--- src/rtl/fifo_pkg.sv ---
// fifo_pkg
// Shared definitions for the FIFO slot controller, the index map and the FIFO
// memory wrapper.
//   ptr_next()  - circular pointer advance that also works for non power-of-two depths
//   cnt_width() - occupancy counter width for a given pointer width (PTR_SZ+1)
//   op_e        - per-cycle operation class (which of push/pop were accepted)
package fifo_pkg;

  localparam int PTR_SZ_DEFAULT = 2;
  localparam int CNT_SZ         = PTR_SZ_DEFAULT + 1;

  // The counter must hold DEPTH itself, so it needs one bit more than a pointer.
  function automatic int cnt_width(input int ptr_sz);
    return ptr_sz + 1;
  endfunction

  // Wraps explicitly at depth-1 so a pointer never takes a value >= depth.
  function automatic int ptr_next(input int p, input int depth);
    return (p == depth - 1) ? 0 : p + 1;
  endfunction

  // Encoding is {push_accepted, pop_accepted}.
  typedef enum logic [1:0] {
    OP_IDLE = 2'b00,
    OP_POP  = 2'b01,
    OP_PUSH = 2'b10,
    OP_BOTH = 2'b11
  } op_e;

endpackage

--- src/rtl/fifo_slot_ctrl_if.sv ---
// fifo_slot_ctrl_if
// Bundles the request port of the router and the index-map control port of
// the slot controller.
//   master modport : requester / index-map side (drives push, pop, map_rdata)
//   slave modport  : slot controller side (drives strobes, addresses, status)
interface fifo_slot_ctrl_if
  import fifo_pkg::*;
#(
  parameter int PTR_SZ = 2
);

  logic                           push;
  logic                           push_ready;
  logic [PTR_SZ-1:0]              alloc_slot;
  logic                           pop;
  logic                           pop_ready;
  logic [PTR_SZ-1:0]              pop_slot;
  logic                           write_en;
  logic [PTR_SZ-1:0]              waddr;
  logic [PTR_SZ-1:0]              wdata;
  logic                           read_en;
  logic [PTR_SZ-1:0]              raddr;
  logic [PTR_SZ-1:0]              map_rdata;
  logic [cnt_width(PTR_SZ)-1:0]   count;
  logic                           full;
  logic                           empty;
  logic                           overflow;
  logic                           underflow;

  modport master (
    output push, pop, map_rdata,
    input  push_ready, alloc_slot, pop_ready, pop_slot,
    input  write_en, waddr, wdata, read_en, raddr,
    input  count, full, empty, overflow, underflow
  );

  modport slave (
    input  push, pop, map_rdata,
    output push_ready, alloc_slot, pop_ready, pop_slot,
    output write_en, waddr, wdata, read_en, raddr,
    output count, full, empty, overflow, underflow
  );

endinterface

--- src/rtl/slot_prio_enc.sv ---
// slot_prio_enc
// Lowest-zero priority encoder over the slot busy bitmap.
//   busy      in  DEPTH   slot occupancy bitmap
//   slot      out PTR_SZ  lowest index whose busy bit is 0 (0 when none is free)
//   none_free out 1       every slot is busy
module slot_prio_enc #(
  parameter int DEPTH  = 3,
  parameter int PTR_SZ = 2
) (
  input  logic [DEPTH-1:0]  busy,
  output logic [PTR_SZ-1:0] slot,
  output logic              none_free
);

  // Scan from the top down so the last hit, i.e. the lowest free index, wins.
  always_comb begin
    slot      = '0;
    none_free = 1'b1;
    for (int i = DEPTH - 1; i >= 0; i--) begin
      if (!busy[i]) begin
        slot      = PTR_SZ'(i);
        none_free = 1'b0;
      end
    end
  end

endmodule

--- src/rtl/fifo_slot_ctrl.sv ---
// fifo_slot_ctrl
// Control stage upstream of the FIFO index map. Allocates the lowest free
// storage slot on each accepted push and writes it into the map at the tail;
// reads the head entry on each accepted pop and frees that slot. Keeps
// occupancy, full/empty and sticky overflow/underflow state.
//   clk   in  clock, rising edge
//   rst_n in  asynchronous active-low reset
//   bus   slave modport of fifo_slot_ctrl_if (requests, map control, status)
module fifo_slot_ctrl
  import fifo_pkg::*;
#(
  parameter int DEPTH  = 3,
  parameter int PTR_SZ = 2
) (
  input  logic             clk,
  input  logic             rst_n,
  fifo_slot_ctrl_if.slave  bus
);

  localparam int CW = cnt_width(PTR_SZ);

  logic [PTR_SZ-1:0] head_q, head_d;
  logic [PTR_SZ-1:0] tail_q, tail_d;
  logic [CW-1:0]     count_q, count_d;
  logic [DEPTH-1:0]  busy_q, busy_d;
  logic              overflow_q, overflow_d;
  logic              underflow_q, underflow_d;

  logic              full;
  logic              empty;
  logic              push_acc;
  logic              pop_acc;
  logic [PTR_SZ-1:0] free_slot;
  logic              none_free;
  op_e               op;

  // Allocation looks at the registered bitmap, so a slot freed this cycle
  // cannot be handed out again until the next cycle.
  slot_prio_enc #(
    .DEPTH  (DEPTH),
    .PTR_SZ (PTR_SZ)
  ) u_slot_prio_enc (
    .busy      (busy_q),
    .slot      (free_slot),
    .none_free (none_free)
  );

  assign full     = (count_q == CW'(DEPTH));
  assign empty    = (count_q == '0);
  assign push_acc = bus.push & ~full;
  assign pop_acc  = bus.pop & ~empty;
  assign op       = op_e'({push_acc, pop_acc});

  assign bus.push_ready = ~full;
  assign bus.pop_ready  = ~empty;
  assign bus.write_en   = push_acc;
  assign bus.waddr      = tail_q;
  assign bus.wdata      = free_slot;
  assign bus.alloc_slot = free_slot;
  assign bus.read_en    = pop_acc;
  assign bus.raddr      = head_q;
  assign bus.pop_slot   = bus.map_rdata;
  assign bus.count      = count_q;
  assign bus.full       = full;
  assign bus.empty      = empty;
  assign bus.overflow   = overflow_q;
  assign bus.underflow  = underflow_q;

  // Sticky flags see the raw request, since the error is a request arriving
  // while the queue cannot accept it.
  always_comb begin
    head_d      = head_q;
    tail_d      = tail_q;
    count_d     = count_q;
    busy_d      = busy_q;
    overflow_d  = overflow_q | (bus.push & full);
    underflow_d = underflow_q | (bus.pop & empty);

    if (pop_acc) begin
      head_d = PTR_SZ'(ptr_next(int'(head_q), DEPTH));
      if (int'(bus.map_rdata) < DEPTH) begin
        busy_d[bus.map_rdata] = 1'b0;
      end
    end

    if (push_acc) begin
      tail_d            = PTR_SZ'(ptr_next(int'(tail_q), DEPTH));
      busy_d[free_slot] = 1'b1;
    end

    case (op)
      OP_PUSH: count_d = count_q + CW'(1);
      OP_POP:  count_d = count_q - CW'(1);
      default: count_d = count_q;
    endcase
  end

  always_ff @(posedge clk or negedge rst_n) begin
    if (!rst_n) begin
      head_q      <= '0;
      tail_q      <= '0;
      count_q     <= '0;
      busy_q      <= '0;
      overflow_q  <= 1'b0;
      underflow_q <= 1'b0;
    end else begin
      head_q      <= head_d;
      tail_q      <= tail_d;
      count_q     <= count_d;
      busy_q      <= busy_d;
      overflow_q  <= overflow_d;
      underflow_q <= underflow_d;
    end
  end

  // Every occupied queue entry owns exactly one busy slot.
  a_busy_matches_count : assert property (
    @(posedge clk) disable iff (!rst_n) $countones(busy_q) == int'(count_q)
  );

  // An accepted push must always find a free slot.
  a_alloc_has_slot : assert property (
    @(posedge clk) disable iff (!rst_n) push_acc |-> !none_free
  );

endmodule
--- src/flat_wrapper.sv ---
// flat-port wrapper written by rule: the top's interface ports become plain ports
module fifo_slot_ctrl_flat import fifo_pkg::*;
#(
  parameter int DEPTH  = 3,
  parameter int PTR_SZ = 2
)
  (clk, rst_n, bus_push, bus_pop, bus_map_rdata, bus_push_ready, bus_alloc_slot, bus_pop_ready, bus_pop_slot, bus_write_en, bus_waddr, bus_wdata, bus_read_en, bus_raddr, bus_count, bus_full, bus_empty, bus_overflow, bus_underflow);
  fifo_slot_ctrl_if #(.PTR_SZ(PTR_SZ)) bus_i ();
  input  logic clk;
  input  logic rst_n;
  input wire logic [$bits(bus_i.push)-1:0] bus_push;
  input wire logic [$bits(bus_i.pop)-1:0] bus_pop;
  input wire logic [$bits(bus_i.map_rdata)-1:0] bus_map_rdata;
  output wire logic [$bits(bus_i.push_ready)-1:0] bus_push_ready;
  output wire logic [$bits(bus_i.alloc_slot)-1:0] bus_alloc_slot;
  output wire logic [$bits(bus_i.pop_ready)-1:0] bus_pop_ready;
  output wire logic [$bits(bus_i.pop_slot)-1:0] bus_pop_slot;
  output wire logic [$bits(bus_i.write_en)-1:0] bus_write_en;
  output wire logic [$bits(bus_i.waddr)-1:0] bus_waddr;
  output wire logic [$bits(bus_i.wdata)-1:0] bus_wdata;
  output wire logic [$bits(bus_i.read_en)-1:0] bus_read_en;
  output wire logic [$bits(bus_i.raddr)-1:0] bus_raddr;
  output wire logic [$bits(bus_i.count)-1:0] bus_count;
  output wire logic [$bits(bus_i.full)-1:0] bus_full;
  output wire logic [$bits(bus_i.empty)-1:0] bus_empty;
  output wire logic [$bits(bus_i.overflow)-1:0] bus_overflow;
  output wire logic [$bits(bus_i.underflow)-1:0] bus_underflow;
  assign bus_i.push = bus_push;
  assign bus_i.pop = bus_pop;
  assign bus_i.map_rdata = bus_map_rdata;
  assign bus_push_ready = bus_i.push_ready;
  assign bus_alloc_slot = bus_i.alloc_slot;
  assign bus_pop_ready = bus_i.pop_ready;
  assign bus_pop_slot = bus_i.pop_slot;
  assign bus_write_en = bus_i.write_en;
  assign bus_waddr = bus_i.waddr;
  assign bus_wdata = bus_i.wdata;
  assign bus_read_en = bus_i.read_en;
  assign bus_raddr = bus_i.raddr;
  assign bus_count = bus_i.count;
  assign bus_full = bus_i.full;
  assign bus_empty = bus_i.empty;
  assign bus_overflow = bus_i.overflow;
  assign bus_underflow = bus_i.underflow;
  fifo_slot_ctrl #(.DEPTH(DEPTH), .PTR_SZ(PTR_SZ)) u_core (.clk(clk), .rst_n(rst_n), .bus(bus_i));
endmodule
--- config.mk ---
export PLATFORM = sky130hd
export DESIGN_NAME = fifo_slot_ctrl_flat
export DESIGN_NICKNAME = d
export VERILOG_FILES = /design/src/rtl/fifo_pkg.sv /design/src/rtl/fifo_slot_ctrl_if.sv /design/src/rtl/slot_prio_enc.sv /design/src/rtl/fifo_slot_ctrl.sv /design/src/flat_wrapper.sv
export SDC_FILE = /design/constraint.sdc
export NUM_CORES = 1
export LEC_CHECK = 0
export CAP_MARGIN = 30
export CORE_MARGIN = 4
export CORE_UTILIZATION = 40
export CTS_CLUSTER_SIZE = 14
export DETAILED_ROUTE_END_ITERATION = 16
export PLACE_DENSITY = 0.76
export SYNTH_ARGS = -nofsm -noshare
export SYNTH_HDL_FRONTEND = slang
export SYNTH_SLANG_ARGS = --single-unit
--- constraint.sdc ---
create_clock -name clk -period 2.4 [get_ports clk]
set_input_delay 0.36 -clock clk [delete_from_list [all_inputs] [get_ports clk]]
set_output_delay 0.36 -clock clk [all_outputs]
set_load 0.01 [all_outputs]
==> metrics.txt <==
initial antenna violation count=0; ys async rst share=1.000; Pins Over Slew Limit=0; crit-path cells=or3_4 > inv_1 > clkdlybuf4s50_1; Synth area leaders=dfrtp_1 47%, buf_4 4.7%, mux2_4 4.7%, a21o_1 3.5%, inv_1 3.5%; # Post-CTS Setup Buffers=0; RSZ-0062 raised after global routing=no; min-delay worst type=in2async; layout cells sized above 1=0.1341; # diodes=0; die height=48.14 um; critical path class=reg2out; startpoint types=register; vias=490; Post-Synthesis Cells=57; Clock Tree Root=clkbuf_4; Max-Cap Viols=0; H-tree levels=1; overall routed net length=1.296 mm; Final Hold Viols=0; Top FF cell, synth=dfrtp_1; CTS tree=done; Buf/Inv on CP=2; most common cell in the netlist=dfrtp_1; sequential share of the synthesized area=0.4660; CP max FO=6; data required time at the worst endpoint=2040 ps; die width=48.14 um; vias in the first global route=428; Max Fclk=0.4707 GHz; Met3 Routed Length=128 um; DRC viols=0; Worst-Margin Slew=553.2 ps; DP HPWL=1.073 mm; WL met1=555 um; hold_buf cts=0; Pwr Total=1216 uW; Yosys cell types=26; WP data arrival=1760 ps; Wirelength per Cell=13.22 um; Worst-path clk slew=70 ps; largest net degree at the start of global routing=13; period utilization=0.8853; area leader, netlist=dfrtp_1; clk_lat worst skew=260 ps; DRT iter0 DRCs=1; GP Congestion=0.7695; clk buf depth=2; status=finished, final reports clean; metal2 WL=593 um; Final setup viols=0; crit-path max cell delay=540 ps; DRT Pass-1 Iters=2; Worst path top cell family by delay=buffers and inverters; area growth from synthesis to layout=42.33%; Post-synth EDFFs=0; PostCTS Resize Cnt=0; GR Util All Layers=0.1186; clk sinks=12; Max stage delay cell, worst path=clkdlybuf4s50_1; leakage power=0.0004239 uW; Avg Cell Area, Syn=11.30 um2; relative slew slack=0.6300; Power Density=1325 mW/mm2; Die Area=0.002317 mm2; Cell Area, Synth=644.4 um2; I/O pins=27; core area=0.001506 mm2; Top Layer Used=met4; Starting Density=0.4277; Final #Nets=92; Clock Skew=4.941 ps; peak supply drop=0.6045 mV; Yosys reg bits=12; row cnt=14; Antenna Nets Post-Route=0; commonest cells in the netlist=12 x dfrtp_1, 6 x inv_1, 4 x buf_4, 4 x nand2_1; Port Buffers=26; cts bufs inserted=3; Overflow after GRT=0; first-pass GRT wire length=1.863 mm; Fin Setup TNS=0 ps; Final min period=2125 ps; syn_nets=65; Synth warnings=0; post-DR vias/cell=5.000; Synth top area share=0.4660; Critical Path Sink Type=primary output
final timing paths:
check,startpoint,to,slack (ps),cells past startpoint
setup reg to reg,u_core.bus.count[0],u_core.bus.count[2],480,8
min in group clk,u_core.bus.overflow,u_core.bus.overflow,460,1
setup / recovery,u_core.bus.count[0],bus_empty,280,3
max in group asynchronous,rst_n,u_core.bus.count[2],1580,1
hold reg to reg,u_core.bus.overflow,u_core.bus.overflow,460,1
hold / removal,rst_n,u_core.busy_q[2],450,1
power breakdown:
group          switching (uW)  internal, uW
Clock                    60.9          57.8
Combinational             269           405
Sequential                125           298
Total                     455           761
kinds of logic (layout without fill, tap and decap cells):
kind of cell / after synthesis / in the layout / share of synthesized area
AOI/OAI and AO/OA: 12 / 12 / 0.1515
and+or+nand+nor: 15 / 15 / 0.1573
muxes: 2 / 2 / 0.04660
adders and majority gates: 2 / 2 / 0.05048
buffers and inverters: 11 / 36 / 0.08737
DFF: 12 / 12 / 0.4660
xor gates and xnor gates: 3 / 3 / 0.04078
routing by layer:
layer | vias to the layer above | track usage
met5 | - | 0
met4 | 0 | 0.06452
met3 | 2 | 0.03321
met2 | 19 | 0.1741
met1 | 229 | 0.1572
li1 | 240 | -
state kept, by name, summed over array words and instances, names as in the netlist:
register / cells
u_core.bus.count: 3
u_core.busy_q: 3
u_core.bus.raddr: 2
u_core.bus.waddr: 2
u_core.bus.overflow: 1
u_core.bus.underflow: 1
final cells by class:
type	instances	area, um2
clock buffers	3	22.52
fillers	124	589.3
repair buffers	26	260.3
inverters	7	26.28
well taps	16	20.02
multi-input cells	34	287.8
flip-flops and latches	12	300.3
worst register-to-register path: stages (launching register included):
cell and delay [ps]:
dfrtp_1 520, nand3b_4 150, nand2_4 140, ha_1 190, inv_1 60, fa_1 370, xor2_1 150, nor2_1 110
xor2_1 150
metrics by stage:
step / cells / hold slack, ps / setup WS [ps] / cell area (um2) / util
floorplan: 57 / 64.41 / 543.5 / 644.4 / -
detailed placement: 95 / 447.7 / 169.9 / 894.6 / 0.5939
CTS: 98 / 467.1 / 258.2 / 917.1 / 0.6088
global route: 98 / 478.7 / 198.3 / 917.1 / 0.6088
finish: 98 / 451.5 / 275.4 / 917.1 / 0.6088
global placement: 95 / 439.1 / 216.4 / 894.6 / 0.5939
cell usage in the layout (no fill, tap or decap):
cell	n
a21boi_0	1
a21o_1	3
a32o_2	1
and2b_1	1
clkbuf_4	3
clkdlybuf4s50_1	26
dfrtp_1	12
fa_1	1
ha_1	1
inv_1	6
inv_2	1
mux2_4	2
nand2_1	4
nand2_4	1
nand2b_1	1
nand3b_1	1
nand3b_4	1
nor2_1	3
nor2b_1	1
nor3_1	1
o21ai_0	2
o21ai_1	2
o31ai_1	2
o31ai_4	1
or3_4	1
xnor2_1	1
xor2_1	2
No activity file was read; power rests on OpenSTA's default activity.
